## src/rtl/spi_slave_nrf.sv

```systemverilog
`default_nettype none
`timescale 1ns/1ps
// ============================================================================
// Module      : spi_slave_nrf
// Description : nRF-style SPI mode-0 slave with an internal 32x8 register file.
//               Optional macro SPI_SLV_BURST_EN enables address auto-increment.
// Revision    : 1.0 - initial release
// ============================================================================
module spi_slave_nrf #(
  parameter logic [7:0] STATUS_RST = 8'h0E,
  parameter logic [7:0] CFG_RST    = 8'h08
) (
  input  logic       clk,
  input  logic       reset,
  input  logic       sck,
  input  logic       csn,
  input  logic       mosi,
  output logic       miso,
  output logic       miso_oe,
  output logic       cmd_valid,
  output logic [7:0] cmd_byte,
  output logic       wr_valid,
  output logic [4:0] wr_addr,
  output logic [7:0] wr_data,
  output logic       frame_err
);

`ifdef SPI_SLV_BURST_EN
  localparam bit BURST = 1'b1;
`else
  localparam bit BURST = 1'b0;
`endif

  typedef enum logic [1:0] {
    IDLE   = 2'd0,
    CMD    = 2'd1,
    DATA   = 2'd2,
    IGNORE = 2'd3
  } state_t;

  state_t state, state_nxt;

  logic       sck_s1, sck_s2, sck_prev;
  logic       csn_s1, csn_s2, csn_prev;
  logic       mosi_s1, mosi_s2;
  logic [1:0] settle;
  logic       armed;
  logic [2:0] bit_cnt;
  logic [6:0] rx_sr;
  logic [7:0] tx_sr;
  logic [4:0] addr;
  logic       is_write;
  logic [7:0] regs [32];

  logic       sck_rise, sck_fall, csn_rise, csn_fall;
  logic       start, stop, byte_done;
  logic [7:0] rx_byte, tx_load;

  // A frame may only start once csn has been seen high after reset.
  always_ff @(posedge clk or posedge reset) begin
    if (reset) begin
      sck_s1   <= 1'b0;
      sck_s2   <= 1'b0;
      sck_prev <= 1'b0;
      csn_s1   <= 1'b1;
      csn_s2   <= 1'b1;
      csn_prev <= 1'b1;
      mosi_s1  <= 1'b0;
      mosi_s2  <= 1'b0;
      settle   <= 2'b00;
      armed    <= 1'b0;
    end else begin
      sck_s1   <= sck;
      sck_s2   <= sck_s1;
      sck_prev <= sck_s2;
      csn_s1   <= csn;
      csn_s2   <= csn_s1;
      csn_prev <= csn_s2;
      mosi_s1  <= mosi;
      mosi_s2  <= mosi_s1;
      settle   <= {settle[0], 1'b1};
      if (settle[1] && csn_s2)
        armed <= 1'b1;
    end
  end

  assign sck_rise  = sck_s2 & ~sck_prev;
  assign sck_fall  = ~sck_s2 & sck_prev;
  assign csn_rise  = csn_s2 & ~csn_prev;
  assign csn_fall  = ~csn_s2 & csn_prev;
  assign start     = (state == IDLE) && armed && csn_fall;
  assign stop      = (state != IDLE) && csn_rise;
  assign byte_done = sck_rise && (bit_cnt == 3'd7);
  assign rx_byte   = {rx_sr, mosi_s2};
  assign tx_load   = (state == DATA && !is_write) ? regs[addr] : 8'h00;

  always_ff @(posedge clk or posedge reset) begin
    if (reset)
      state <= IDLE;
    else
      state <= state_nxt;
  end

  always_comb begin
    state_nxt = state;
    case (state)
      IDLE:    if (start) state_nxt = CMD;
      CMD:     if (byte_done) state_nxt = (rx_byte[7:6] == 2'b00) ? DATA : IGNORE;
      DATA:    if (byte_done && !BURST) state_nxt = IGNORE;
      default: state_nxt = state;
    endcase
    if (stop)
      state_nxt = IDLE;
  end

  always_ff @(posedge clk or posedge reset) begin
    if (reset) begin
      bit_cnt   <= 3'd0;
      rx_sr     <= 7'd0;
      tx_sr     <= 8'h00;
      addr      <= 5'd0;
      is_write  <= 1'b0;
      cmd_valid <= 1'b0;
      cmd_byte  <= 8'h00;
      wr_valid  <= 1'b0;
      wr_addr   <= 5'd0;
      wr_data   <= 8'h00;
      frame_err <= 1'b0;
      for (int i = 0; i < 32; i++)
        regs[i] <= 8'h00;
      regs[0] <= CFG_RST;
      regs[7] <= STATUS_RST;
    end else begin
      cmd_valid <= 1'b0;
      wr_valid  <= 1'b0;
      frame_err <= 1'b0;
      if (stop) begin
        bit_cnt <= 3'd0;
        tx_sr   <= 8'h00;
        if (bit_cnt != 3'd0)
          frame_err <= 1'b1;
      end else if (start) begin
        bit_cnt <= 3'd0;
        tx_sr   <= regs[7];
      end else if (state != IDLE) begin
        if (sck_rise) begin
          rx_sr   <= rx_byte[6:0];
          bit_cnt <= bit_cnt + 3'd1;
          if (byte_done && state == CMD) begin
            cmd_byte  <= rx_byte;
            cmd_valid <= 1'b1;
            addr      <= rx_byte[4:0];
            is_write  <= rx_byte[5];
          end else if (byte_done && state == DATA) begin
            if (is_write) begin
              wr_valid <= 1'b1;
              wr_addr  <= addr;
              wr_data  <= rx_byte;
              // STATUS is write-one-to-clear on its interrupt flags only.
              if (addr == 5'd7)
                regs[7] <= regs[7] & ~(rx_byte & 8'h70);
              else
                regs[addr] <= rx_byte;
            end
            addr <= addr + 5'd1;
          end
        end else if (sck_fall) begin
          // A falling edge with the counter at 0 follows a completed byte.
          if (bit_cnt == 3'd0)
            tx_sr <= tx_load;
          else
            tx_sr <= {tx_sr[6:0], 1'b0};
        end
      end
    end
  end

  assign miso    = tx_sr[7] & ((state == CMD) || (state == DATA));
  assign miso_oe = (state != IDLE);

endmodule
`default_nettype wire

```

## config.mk

```make
export PLATFORM = sky130hd
export DESIGN_NAME = spi_slave_nrf
export DESIGN_NICKNAME = d
export VERILOG_FILES = /design/src/rtl/spi_slave_nrf.sv
export SDC_FILE = /design/constraint.sdc
export NUM_CORES = 1
export LEC_CHECK = 0
export CAP_MARGIN = 10
export CORE_AREA = 2 2 223 225
export DETAILED_ROUTE_END_ITERATION = 16
export DIE_AREA = 0 0 225 227
export SLEW_MARGIN = 10
export SYNTH_ARGS = -nofsm -noshare
export SYNTH_HDL_FRONTEND = slang
export SYNTH_SLANG_ARGS = --single-unit
```

## constraint.sdc

```tcl
create_clock -name clk -period 33.9 [get_ports clk]
set_input_delay 6.78 -clock clk [delete_from_list [all_inputs] [get_ports clk]]
set_output_delay 6.78 -clock clk [all_outputs]
set_load 0.005 [all_outputs]
```

* After elaboration in Yosys (flattened, before gate mapping)
Cells that the tools add are included.
Cells by class: bitwise logic cells 16, mux-type cells 40, equal/unequal tests 8, $lt $le $gt $ge 2, reduce and logical (&&, ||, !) cells 29, add/subtract/negate cells 2
Operator list (count):
- bitwise mux 256 bit | 1
- 2-to-1 mux 8 bit | 11
- binary-select mux 8 bit (select 5 bit) | 1
- demux 8 bit (select 5 bit) | 1
- 2-to-1 mux 1 bit | 15
- 2-to-1 mux 3 bit | 4
- nonzero test 3 bit | 4
- 2-to-1 mux 5 bit | 2
- AND reduction 5 bit | 2
- logical AND 1 bit | 9
- != test 3 bit, second input constant | 3
- bitwise AND 8 bit | 1
- 2-to-1 mux 2 bit | 4
- inverter 1 bit | 8
- inverter 7 -> 8 bit | 1
- AND reduction 4 bit | 2
- AND reduction 8 bit | 1
- AND reduction 7 bit | 1
- >= comparator 6 bit, second input constant | 1
- less-than comparator 6 x 1 -> 1 bit, second input constant | 1
- inverter 5 -> 6 bit | 1
- one-hot mux 2 bit (3 select lines) | 1
- adder 5 x 1 -> 5 bit, second input constant | 1
- bitwise AND 1 bit | 5
- other kinds (14) | 16
Storage, ports and cells: input bits 5, flip-flop bits (word level) 317, output and inout bits 26

* Logic depth before layout (Yosys ltp)
Gate-level depths: netlist of run 1.
depth in word-level cells 11, depth in mapped cells 10

* Worst setup path before layout of run 1
OpenSTA, ideal clock, no wires.
kind flip-flop to output port, from register state[0], to output port miso, data required time 27.120 ns, data arrival time 0.855 ns, path slack 26.265 ns, path buffers 0, cell stages (with the launch flop) 4, cells stage by stage dfrtp_1 -> inv_1 -> ha_1 -> and2_1
On the way: longest elaborated chain between the ends 3, elaborated cells between the ends (all ways) 4, classes of those cells 2 x eq/ne; 1 x bitwise; 1 x reduce/logical
RTL lines:
- start, declared | line 41 | state_t state, state_nxt;
- start signal, assigned | line 101 | state <= state_nxt;
- == test 2 x 1 -> 1 bit / == test 2 bit (equally long branches) | line 178 | assign miso = tx_sr[7] & ((state == CMD) || (state == DATA));
- logical OR 1 bit * | line 178
- bitwise AND 1 bit * | line 178
- end, declared | line 18 | output logic miso,
Mark *: on every way between the ends. The rest lies on a longest branch, timed or not.

==> impl_summary.log, run 1 <==
INFO  metric drcViolationCount = 0
INFO  metric non_filler_cell_area_final = between 0.015 and 0.02 mm²
INFO  metric setup_tns = 0 ns
INFO  metric clk_path_buf_depth = 3
INFO  metric post_cts_buffers = 0
INFO  metric comb_power_share = 0.089
INFO  metric global_route.overflow_total = 0
INFO  metric synth_nets = 1117
INFO  metric die_w = between 200 and 250 µm
INFO  metric floorplan.initialDensity = 0.298
INFO  metric post-synth-top-count-cell = sky130_fd_sc_hd__dfrtp_1
INFO  metric post_route_cells_drive_above_1_share = 0.335
INFO  metric power = 0.886 mW
INFO  metric slowest_delay = 0.90 ns
INFO  metric timing.critical_path.slowest_stage_cell = sky130_fd_sc_hd__buf_4
INFO  metric worst_slew_pin_slew = 0.966 ns
INFO  metric htree_levels = 2
INFO  metric synthDistinctLibCells = 54
INFO  metric placement.io_buffers = 30
INFO  metric wl_cell = 21.0 µm
INFO  metric place_area = 0.0153 mm²
INFO  metric dieHeight = 227 µm
INFO  metric worst-setup-path-type = primary input to async pin
INFO  metric grt_start_max_net_pins = about 110
INFO  metric netlist_top_cells_count = sky130_fd_sc_hd__dfrtp_1 (309), sky130_fd_sc_hd__mux2_2 (260), sky130_fd_sc_hd__mux2i_1 (132)
INFO  metric power.leakage = 7.23 nW
INFO  metric yosys_warnings = 0
INFO  metric async_reset_ff_frac = 1.00
INFO  metric timing.critical_path.cells = clkdlybuf4s50_1 -> inv_8 -> buf_4 -> buf_4 -> buf_4
INFO  metric synth_top_flop_cell = sky130_fd_sc_hd__dfrtp_1
INFO  metric setup_viol = 0
INFO  metric swShare = 0.272
INFO  metric clock_skew = 0.0195 ns
INFO  metric peakVddDrop = 34.4 µV
INFO  metric antenna_violating_nets_post_route = 0
INFO  metric dr.pass1.iters = 5
INFO  metric cts.sinks = 316
INFO  metric timing.critical_path.max_delay_family = buffers and inverters
INFO  metric synth-edff-count = 0
INFO  metric ctsRootBufferMaster = sky130_fd_sc_hd__clkbuf_16
INFO  metric worstPathBufferInverterCount = 5
INFO  metric fin_crit_sh = 0.295
INFO  metric path_max_fanout = 106
INFO  metric place_hpwl = 23400 µm
INFO  metric fmax = 0.100 GHz
INFO  metric run_status = completed
INFO  metric final_period_minus_worst_setup_slack = 9.99 ns
INFO  metric grt_pass1_vias = 9091
INFO  metric grt_pass1_wl = 56200 µm
INFO  metric synth_top_area_frac = 0.534
INFO  metric required_time_reported_for_the_critical_path_endpoint = 34.40 ns
INFO  metric initialDrtViolationCount = 602
INFO  metric initial_antenna_violation_count = 0
INFO  metric internal_power_of_the_cells = 0.645 mW
INFO  metric timing.hold.worst.class = flip-flop to flip-flop
INFO  metric totalWireLength = 36700 µm
INFO  metric yosysSeqAreaShare = 0.547
INFO  metric grt.total_usage = 0.144
INFO  metric clockPowerShare = 0.445
INFO  metric vias = 8982
INFO  metric fp-row-count = 81
INFO  metric total_switching_power = 0.241 mW
INFO  metric synthCells = 1102
INFO  metric clk_transition_reported_paths = 0.06 ns
INFO  metric filler_cell_count = roughly 4700
INFO  metric max-slew-margin-rel = 0.356
INFO  metric clock_insertion_delay_at_the_later_pin_of_the_skew_report = 0.52 ns
INFO  metric post-synth-top-area-cell = sky130_fd_sc_hd__dfrtp_1
INFO  metric post_cts_resize_count = 0
INFO  metric rsz_0062_raised_after_global_routing = no
INFO  metric maxCapViolations = 0
INFO  metric syn_to_final_growth = 14.2%
INFO  metric full_die_area = 0.0511 mm²
INFO  metric ys_ff_latch = 316
INFO  metric vias_per_cell = 5.13
INFO  metric cts_hold_buf = 0
INFO  metric cts-buffers-inserted = 37
INFO  metric ios = 31
INFO  metric yosys-top-cells-area = sky130_fd_sc_hd__dfrtp_1 (53%), sky130_fd_sc_hd__mux2_2 (20%), sky130_fd_sc_hd__mux2i_1 (9.1%), sky130_fd_sc_hd__o22ai_1 (2.9%), sky130_fd_sc_hd__nand2_1 (1.6%)
INFO  metric finalHoldViolations = 0
INFO  metric syn-mean-instance-area = 13.1 µm²
INFO  metric gp_congestion = 0.791
INFO  metric coreArea = 0.0485 mm²
INFO  metric worst_ep_arrival_time = 10.49 ns
INFO  metric kind_of_capture_point_of_the_worst_setup_path = async pin
INFO  metric critical_path.startpoint_type = primary input
INFO  metric layout.nets = 1119
INFO  metric timing.final.max_slew_violations = 0
INFO  metric sequentialPowerShare = 0.465
INFO  metric critPathMostFrequentCell = sky130_fd_sc_hd__buf_4
INFO  metric tritoncts = done
INFO  metric combined_area_of_all_synthesized_cells = around 0.014 mm²
INFO  metric power_per_cell_area = 53.6 mW/mm²
## cell usage in the layout (no fill, tap or decap), types with 3 or more instances in the layout
master	synthesis	layout
sky130_fd_sc_hd__nand2_1	62	62
sky130_fd_sc_hd__clkbuf_16	0	37
sky130_fd_sc_hd__a221o_1	7	7
sky130_fd_sc_hd__dfrtp_1	309	305
sky130_fd_sc_hd__nor2_2	20	20
sky130_fd_sc_hd__mux2_2	260	260
sky130_fd_sc_hd__ha_1	10	10
sky130_fd_sc_hd__nand4b_1	5	5
sky130_fd_sc_hd__nand4_1	3	3
sky130_fd_sc_hd__o22ai_1	66	66
sky130_fd_sc_hd__mux2i_1	132	132
sky130_fd_sc_hd__clkbuf_1	55	9
sky130_fd_sc_hd__nand3b_1	4	4
sky130_fd_sc_hd__dfrtp_2	0	3
sky130_fd_sc_hd__a21oi_1	14	14
sky130_fd_sc_hd__buf_4	3	15
sky130_fd_sc_hd__nor3b_1	4	4
sky130_fd_sc_hd__nand3_1	16	16
sky130_fd_sc_hd__inv_1	12	11
sky130_fd_sc_hd__nor2_1	10	10
sky130_fd_sc_hd__clkinv_2	0	5
sky130_fd_sc_hd__nand2b_1	5	5
sky130_fd_sc_hd__or3_1	3	3
sky130_fd_sc_hd__nor4_1	16	16
sky130_fd_sc_hd__nor3_4	3	3
sky130_fd_sc_hd__a21boi_0	3	3
sky130_fd_sc_hd__clkdlybuf4s50_1	0	30
sky130_fd_sc_hd__nand4bb_1	5	5
sky130_fd_sc_hd__o21ai_0	7	7
sky130_fd_sc_hd__clkbuf_8	0	8
sky130_fd_sc_hd__dfstp_2	7	7
sky130_fd_sc_hd__bufinv_16	0	3
sky130_fd_sc_hd__a22o_1	3	3
sky130_fd_sc_hd__or4b_2	4	4
## routing by layer
metal  track usage  wire [µm]  vias up
met1         0.192      16600     4728
li1              -          -     4005
met2         0.235      17500      182
met4        0.0496       1080        0
met3        0.0261       1550       67
met5             0          0        -
## state kept, by name, summed over array words and instances (netlist names), 2 cells and up
signal / count
addr: 5
bit_cnt: 3
cmd_byte: 8
regs: 256
rx_sr: 7
settle: 2
state: 2
tx_sr: 8
wr_addr: 5
wr_data: 8
## logic make-up after synthesis
group | after synthesis | share of synthesized area
compound gates | 106 | 0.0474
fa+ha+maj | 10 | 0.00864
buf+inv | 95 | 0.0275
flops | 316 | 0.547
mux | 394 | 0.295
other cells | 1 | 0.000259
simple gates | 180 | 0.0746
## final timing paths
path | startpoint | to | slack [ns] | depth (start not counted)
setup / recovery | reset | regs[146]$_DFFE_PP0P_ | 23.91 | 5
hold / removal | settle[0]$_DFF_PP0_ | settle[1]$_DFF_PP0_ | 0.35 | 0
setup reg to reg | addr[1]$_DFFE_PP0P_ | tx_sr[6]$_DFFE_PP0P_ | 30.17 | 6
hold reg to reg | settle[0]$_DFF_PP0_ | settle[1]$_DFF_PP0_ | 0.35 | 0
max in group clk | state[1]$_DFFE_PP0P_ | miso | 25.21 | 4
min in group asynchronous | reset | regs[178]$_DFFE_PP0P_ | 6.84 | 2
## final cells by class
type / count / area (µm²) / share of cell area
sequential: 316 / 7920 / 0.479
multi-input combinational: 691 / 6170 / 0.373
clock buffer: 54 / 1070 / 0.0647
tap: 622 / 778 / 0.0471
timing repair buffer: 45 / 413 / 0.0250
clock inverter: 9 / 126 / 0.00764
inverter: 13 / 56.3 / 0.00340
antenna: 1 / 2.50 / 0.000151
## through the flow
step,hold slack (ns),utilization,setup slack (ns),instances
floorplan,0.331,-,18.39,1102
global placement,0.338,0.316,23.22,1687
detailed placement,0.337,0.316,23.16,1687
CTS,0.350,0.341,23.69,1750
global route,0.361,0.341,23.31,1750
finish,0.347,0.341,23.91,1751
## power groups by stage
stage | Clock [mW] | Sequential [mW] | Combinational [mW]
5_1_grt | 0.419 | 0.413 | 0.0861
2_1_floorplan | 0 | 0.397 | 0.0581
4_1_cts | 0.403 | 0.412 | 0.0794
6_report | 0.394 | 0.412 | 0.0790
3_5_place_dp | 0 | 0.419 | 0.0793
3_3_place_gp | 0 | 0.418 | 0.0784
(Power assumes the default switching activity.)
==> run 2: changes to the inputs <==
==> constraint.sdc (replaced) <==
create_clock -name clk -period 8 [get_ports clk]
set_input_delay 1.6 -clock clk [delete_from_list [all_inputs] [get_ports clk]]
set_output_delay 1.6 -clock clk [all_outputs]
set_load 0.005 [all_outputs]
==> run 2 against run 1 <==
Sequential share of layout area decreased by 0.11 points. Via count grew 0.37%. Hold slack got worse by 0.0040 ns. Critical path type is now flip-flop to output port. Critical endpoint is now miso. Highest routed layer unchanged.
==> impl_summary.log, run 2 (synthesis results as in run 1) <==
INFO  metric run_status = completed
INFO  metric required_time_reported_for_the_critical_path_endpoint = 6.40 ns (-28.00 ns)
INFO  metric setup_tns = 0 ns (unchanged)
INFO  metric final_period_minus_worst_setup_slack = 3.55 ns
INFO  metric worstPathBufferInverterCount = 2 (-3)
INFO  metric critical_path.startpoint_type = flip-flop
INFO  metric peakVddDrop = 112 µV (+230%)
INFO  metric fin_ws = 4.45 ns (-19.46 ns)
INFO  metric placement.io_buffers = 30 (unchanged)
INFO  metric power_per_cell_area = 228 mW/mm² (+330%)
INFO  metric final_worst_hold_slack = 0.343 ns (-0.00402 ns)
INFO  metric grt.total_usage = 0.144 (+0.000165)
INFO  metric post_route_cells_drive_above_1_share = 0.336 (+0.000595)
INFO  metric max-slew-margin-rel = 0.269 (-0.0874)
INFO  metric antenna_violating_nets_post_route = 0 (unchanged)
INFO  metric largest_register_ff_count = 256 (unchanged)
INFO  metric clock_insertion_delay_at_the_later_pin_of_the_skew_report = 0.52 ns (about the same)
INFO  metric drcViolationCount = 0 (unchanged)
INFO  metric grt_pass1_wl = 56200 µm (about the same)
INFO  metric totalWireLength = 36700 µm (about the same)
INFO  metric post_cts_resize_count = 0 (unchanged)
INFO  metric grt_use_met3 = 0.0241 (-0.00194)
INFO  metric power.leakage = 7.24 nW (+0.10%)
INFO  metric global_route.overflow_total = 0 (unchanged)
INFO  metric dr.pass1.iters = 5 (unchanged)
INFO  metric timing.final.max_slew_violations = 0 (unchanged)
INFO  metric depth_of_the_worst_hold_timing_path = 0 (unchanged)
INFO  metric htree_levels = 2 (unchanged)
INFO  metric maxCapViolations = 0 (unchanged)
INFO  metric vias = 9015 (+0.37%)
INFO  metric post_place_setup_slack = 4.42 ns (-18.74 ns)
INFO  metric coreArea = 0.0485 mm² (unchanged)
INFO  metric cts.sinks = 316 (unchanged)
INFO  metric cts-buffers-inserted = 36 (-2.7%)
INFO  metric grt_start_max_net_pins = 155 (+45%)
INFO  metric path_max_fanout = 4 (-96%)
INFO  metric global_route.peak_usage_layer = met2
INFO  metric fin_crit_sh = 0.444
INFO  metric max_flop_register = regs
INFO  metric globalRouteMet1Util = 0.204 (+0.0116)
INFO  metric dieHeight = 227 µm (unchanged)
INFO  metric rsz_0062_raised_after_global_routing = no
INFO  metric clock_skew = 0.0158 ns (-0.00366 ns)
INFO  metric wl_cell = 21.0 µm (+0.15%)
INFO  metric worst_ep_arrival_time = 1.95 ns (-8.54 ns)
INFO  metric slowest_delay = 0.50 ns (-0.40 ns)
INFO  metric layout_common_cells = sky130_fd_sc_hd__dfrtp_1 (304), sky130_fd_sc_hd__mux2_2 (260), sky130_fd_sc_hd__mux2i_1 (132)
INFO  metric levels_on_crit_path = 4 (-1)
INFO  metric timing.hold.worst.class = flip-flop to flip-flop
INFO  metric ctsRootBufferMaster = sky130_fd_sc_hd__clkbuf_16
INFO  metric timing.critical_path.cells = inv_1 -> ha_1 -> and2_1 -> clkdlybuf4s50_1
INFO  metric floorplan.initialDensity = 0.298 (unchanged)
INFO  metric syn_to_final_growth = 14.5%
INFO  metric filler_cell_count = 4683 (-0.43%)
INFO  metric place_hpwl = 22700 µm (-2.8%)
INFO  metric timing.critical_path.max_delay_family = buffers and inverters
INFO  metric post_cts_buffers = 0 (unchanged)
INFO  metric groute.layer.met2.usage = 0.228 (-0.00637)
INFO  metric initial_antenna_violation_count = 0 (unchanged)
INFO  metric setup_viol = 0 (unchanged)
INFO  metric clk_transition_reported_paths = 0.06 ns (about the same)
INFO  metric finalHoldViolations = 0 (unchanged)
INFO  metric cts_hold_buf = 0 (unchanged)
INFO  metric fmax = around 0.28 GHz
INFO  metric gp_congestion = 0.816 (+3.1%)
INFO  metric clk_path_buf_depth = 3 (unchanged)
INFO  metric vias_per_cell = 5.16 (+0.54%)
INFO  metric fp-row-count = 81 (unchanged)
INFO  metric layout.nets = 1116 (-0.27%)
INFO  metric reg2reg_depth = 4 (-2)
INFO  metric die_w = 225 µm (unchanged)
INFO  metric timing.critical_path.slowest_stage_cell = sky130_fd_sc_hd__clkdlybuf4s50_1
INFO  metric worst_slew_pin_slew = 1.10 ns (+0.131 ns)
INFO  metric initialDrtViolationCount = 713 (+18%)
INFO  metric kind_of_capture_point_of_the_worst_setup_path = output port
INFO  metric most_common_library_cell_in_the_layout_ignoring_fill_and_taps = sky130_fd_sc_hd__dfrtp_1
INFO  metric antenna_cells_inserted = 0 (-1)
INFO  metric ios = 31 (unchanged)
INFO  metric tritoncts = done
INFO  metric full_die_area = 0.0511 mm² (unchanged)
INFO  metric worst-setup-path-type = flip-flop to output port
INFO  metric grt_pass1_vias = 9207 (+1.3%)
run 2: final cells by class:
| class | instances | area [µm²] | share of cell area |
|---|---|---|---|
| Clock buffer | 52 | 1050 | 0.0635 |
| Tap cell | 622 | 778 | 0.0469 |
| Multi-Input combinational cell | 691 | 6170 | 0.372 |
| Timing Repair Buffer | 43 | 423 | 0.0255 |
| Clock inverter | 11 | 180 | 0.0109 |
| Inverter | 13 | 52.6 | 0.00317 |
| Sequential cell | 316 | 7930 | 0.478 |
run 2: final timing paths:
check                           slack [ns]                  from               endpoint
worst max register to register        4.80   addr[0]$_DFFE_PP0P_   regs[66]$_DFFE_PP0P_
worst min-delay path                  0.34     mosi_s1$_DFF_PP0_      mosi_s2$_DFF_PP0_
max in group asynchronous             5.08                 reset  regs[248]$_DFFE_PP0P_
min in group asynchronous             1.53                 reset  regs[164]$_DFFE_PP0P_
worst min register to register        0.34     mosi_s1$_DFF_PP0_      mosi_s2$_DFF_PP0_
worst max-delay path                  4.45  state[0]$_DFFE_PP0P_                   miso
run 2: stage by stage:
step / power [mW] / std cells / area [µm²] / util
final: 3.78 / 1748 / 16600 / 0.341
after global routing: 3.92 / 1748 / 16600 / 0.341
after floorplan: 1.93 / 1102 / 14500 / -
after detailed placement: 2.10 / 1685 / 15300 / 0.316
after global placement: 2.09 / 1685 / 15300 / 0.316
after CTS: 3.82 / 1748 / 16600 / 0.341
run 2: worst reg2reg max path: stages, from the launching register on:
cell and delay (ns):
sky130_fd_sc_hd__dfrtp_1 0.94, sky130_fd_sc_hd__ha_1 0.60, sky130_fd_sc_hd__inv_1 0.27, sky130_fd_sc_hd__nor3_2 0.85
sky130_fd_sc_hd__mux2_2 0.43
run 2: where the power goes:
| group | internal [mW] | leakage, nW | switching (mW) |
|---|---|---|---|
| Combinational | 0.0814 | 2.28 | 0.211 |
| Clock | 1.07 | 0.610 | 0.639 |
| Sequential | 1.63 | 4.35 | 0.147 |
run 2: metal layers:
layer  share of wire  vias to the layer above
met2            0.46                      218
met3           0.047                       55
li1                -                     3998
met1            0.48                     4744
met5               0                        -
met4           0.020                        0
==> run 3: changes to the inputs <==
==> constraint.sdc (replaced) <==
create_clock -name clk -period 2.9 [get_ports clk]
set_input_delay 0.58 -clock clk [delete_from_list [all_inputs] [get_ports clk]]
set_output_delay 0.58 -clock clk [all_outputs]
set_load 0.005 [all_outputs]
==> run 3 against run 2 <==
Hold slack gained 0.011 ns. Clock power grew to 2.8 times the previous value. Critical endpoint is now tx_sr[5]$_DFFE_PP0P_. Final area grew 2.5%. First-iteration DRC count is 0.56% lower. Via count grew 1.8%. Register-to-register slack got worse by 4.7 ns. Cell count increased by 2.5%. Total power grew to 2.8 times the previous value.
==> impl_summary.log, run 3 (synthesis results as in run 1) <==
INFO  metric layout_common_cells = sky130_fd_sc_hd__dfrtp_1 (307), sky130_fd_sc_hd__mux2_2 (260), sky130_fd_sc_hd__mux2i_1 (132)
INFO  metric die_w = 225 µm (unchanged)
INFO  metric fin_ws = 0.114 ns (-4.33 ns)
INFO  metric grt.total_usage = 0.151 (+0.00681)
INFO  metric drcViolationCount = 0 (unchanged)
INFO  metric post_cts_buffers = 0 (unchanged)
INFO  metric depth_of_the_worst_hold_timing_path = 0 (unchanged)
INFO  metric placement.io_buffers = 30 (unchanged)
INFO  metric reg2reg_depth = 6 (+2)
INFO  metric wl_cell = 21.1 µm (+0.55%)
INFO  metric fmax = 0.359 GHz
INFO  metric tritoncts = done
INFO  metric worst_slew_pin_slew = 0.848 ns (-0.249 ns)
INFO  metric dieHeight = 227 µm (unchanged)
INFO  metric worst_ep_arrival_time = 3.19 ns (+1.24 ns)
INFO  metric path_max_fanout = 27 (+23)
INFO  metric peakVddDrop = 592 µV (+430%)
INFO  metric syn_to_final_growth = 17.3%
INFO  metric worst_setup_path_endpoint = tx_sr[5]$_DFFE_PP0P_
INFO  metric post_route_cells_drive_above_1_share = 0.358 (+0.0227)
INFO  metric floorplan.initialDensity = 0.298 (unchanged)
INFO  metric layout.nets = 1157 (+3.7%)
INFO  metric cts.sinks = 316 (unchanged)
INFO  metric power = 10.6 mW (+180%)
INFO  metric place_hpwl = 24900 µm (+9.8%)
INFO  metric ios = 31 (unchanged)
INFO  metric finalHoldViolations = 0 (unchanged)
INFO  metric timing.final.max_slew_violations = 0 (unchanged)
INFO  metric dr.pass1.iters = 7 (+2)
INFO  metric maxCapViolations = 0 (unchanged)
INFO  metric initialDrtViolationCount = 709 (-0.56%)
INFO  metric timing.hold.worst.class = flip-flop to flip-flop
INFO  metric max_flop_register = regs
INFO  metric largest_register_ff_count = 256 (unchanged)
INFO  metric post_place_setup_slack = 0.0624 ns (-4.36 ns)
INFO  metric required_time_reported_for_the_critical_path_endpoint = 3.31 ns (-3.09 ns)
INFO  metric regToRegSetupSlack = 0.11 ns (-4.69 ns)
INFO  metric run_status = completed
INFO  metric power_per_cell_area = 625 mW/mm² (+170%)
INFO  metric vias = 9179 (+1.8%)
INFO  metric power.leakage = 7.48 nW (+3.3%)
INFO  metric coreArea = 0.0485 mm² (unchanged)
INFO  metric final_period_minus_worst_setup_slack = 2.79 ns
INFO  metric clk_transition_reported_paths = 0.06 ns (about the same)
INFO  metric gp_congestion = 0.844 (+3.4%)
INFO  metric most_common_library_cell_in_the_layout_ignoring_fill_and_taps = sky130_fd_sc_hd__dfrtp_1
INFO  metric worstReg2RegStart = addr[1]$_DFFE_PP0P_
INFO  metric totalWireLength = 37800 µm (+3.0%)
INFO  metric antenna_cells_inserted = 0 (unchanged)
INFO  metric htree_levels = 2 (unchanged)
INFO  metric r2r_end = tx_sr[5]$_DFFE_PP0P_
INFO  metric setup_viol = 0 (unchanged)
INFO  metric core_occupancy_in_the_finished_layout = 0.350 (+0.00840)
INFO  metric max-slew-margin-rel = 0.435 (+0.166)
INFO  metric ctsRootBufferMaster = sky130_fd_sc_hd__clkbuf_16
INFO  metric full_die_area = 0.0511 mm² (unchanged)
INFO  metric grt_pass1_vias = 9446 (+2.6%)
INFO  metric initial_antenna_violation_count = 0 (unchanged)
INFO  metric rsz_0062_raised_after_global_routing = no
INFO  metric worstSetupStartpoint = addr[1]$_DFFE_PP0P_
INFO  metric cts-buffers-inserted = 37 (+2.8%)
INFO  metric global_route.overflow_total = 0 (unchanged)
INFO  metric critical_path.startpoint_type = flip-flop
INFO  metric kind_of_capture_point_of_the_worst_setup_path = flip-flop
INFO  metric grt_pass1_wl = 58900 µm (+4.8%)
INFO  metric worst-setup-path-type = flip-flop to flip-flop
INFO  metric vias_per_cell = 5.13 (-0.63%)
INFO  metric clock_insertion_delay_at_the_later_pin_of_the_skew_report = 0.53 ns (about the same)
INFO  metric final_worst_hold_slack = 0.355 ns (+0.0112 ns)
INFO  metric clk_path_buf_depth = 3 (unchanged)
INFO  metric antenna_violating_nets_post_route = 0 (unchanged)
INFO  metric fp-row-count = 81 (unchanged)
INFO  metric clock_skew = 0.0188 ns (+0.00299 ns)
INFO  metric grt_start_max_net_pins = 95 (-39%)
INFO  metric fin_crit_sh = 0.961
run 3: cell count changes in the layout (fill, tap and decap cells not counted), sizes merged:
| cell | previous run | this run |
|---|---|---|
| clkbuf | 52 | 58 |
| buf | 13 | 53 |
| clkinvlp | 1 | 2 |
| inv | 12 | 13 |
| bufinv | 5 | 3 |
| clkinv | 6 | 3 |
run 3: cell type report:
type                    count  area (µm²)
flip-flops and latches    316        7920
multi-input cells         691        6180
fillers                  4661       31600
well taps                 622         778
repair buffers             83         786
clock inverters             8         133
clock buffers              58        1140
inverters                  13        52.6
run 3: where the power goes:
part	leakage (nW)	total, mW	switching, mW	internal [mW]
clock	0.620	4.81	1.85	2.96
combinational	2.50	1.09	0.803	0.288
sequential	4.35	4.71	0.217	4.49
total	7.48	10.6	2.87	7.74
run 3: worst max-delay path, cell delays in order (launching register included):
cell                      delay (ns)
sky130_fd_sc_hd__dfrtp_4        0.79
sky130_fd_sc_hd__buf_12         0.29
sky130_fd_sc_hd__mux2i_1        0.40
sky130_fd_sc_hd__o22ai_1        0.16
sky130_fd_sc_hd__nor4_1         0.52
sky130_fd_sc_hd__nand2_1        0.15
sky130_fd_sc_hd__a221o_1        0.34
run 3: routing by layer:
layer	share of wire	global-route usage
met3	0.054	0.0316
met4	0.028	0.0459
met5	0	0
met1	0.46	0.208
met2	0.46	0.238
run 3: repair_timing:
action | 4_1_cts | 5_1_grt
gates resized for setup | 0 | 2
endpoints found under the setup margin | 0 | 2
hold endpoints to repair | 0 | 0
hold buffers | 0 | 0
run 3: how the worst min path moves through the flow:
| stage | endpoint | start | slack, ns |
|---|---|---|---|
| floorplan | mosi_s2$_DFF_PP0_ | mosi_s1$_DFF_PP0_ | 0.33 |
| global placement | settle[1]$_DFF_PP0_ | settle[0]$_DFF_PP0_ | 0.33 |
| detailed placement | sck_s2$_DFF_PP0_ | sck_s1$_DFF_PP0_ | 0.34 |
| CTS | settle[1]$_DFF_PP0_ | settle[0]$_DFF_PP0_ | 0.35 |
| global route | csn_s2$_DFF_PP1_ | csn_s1$_DFF_PP1_ | 0.36 |
| finish | settle[1]$_DFF_PP0_ | settle[0]$_DFF_PP0_ | 0.35 |
run 3: per-stage QoR:
stage	setup TNS (ns)	instance area [µm²]	std cells
3_5_place_dp	0	15700	1725
5_1_grt	0	17000	1791
2_1_floorplan	-587.76	14500	1102
6_report	0	17000	1791
4_1_cts	0	17000	1791
3_3_place_gp	0	15700	1725
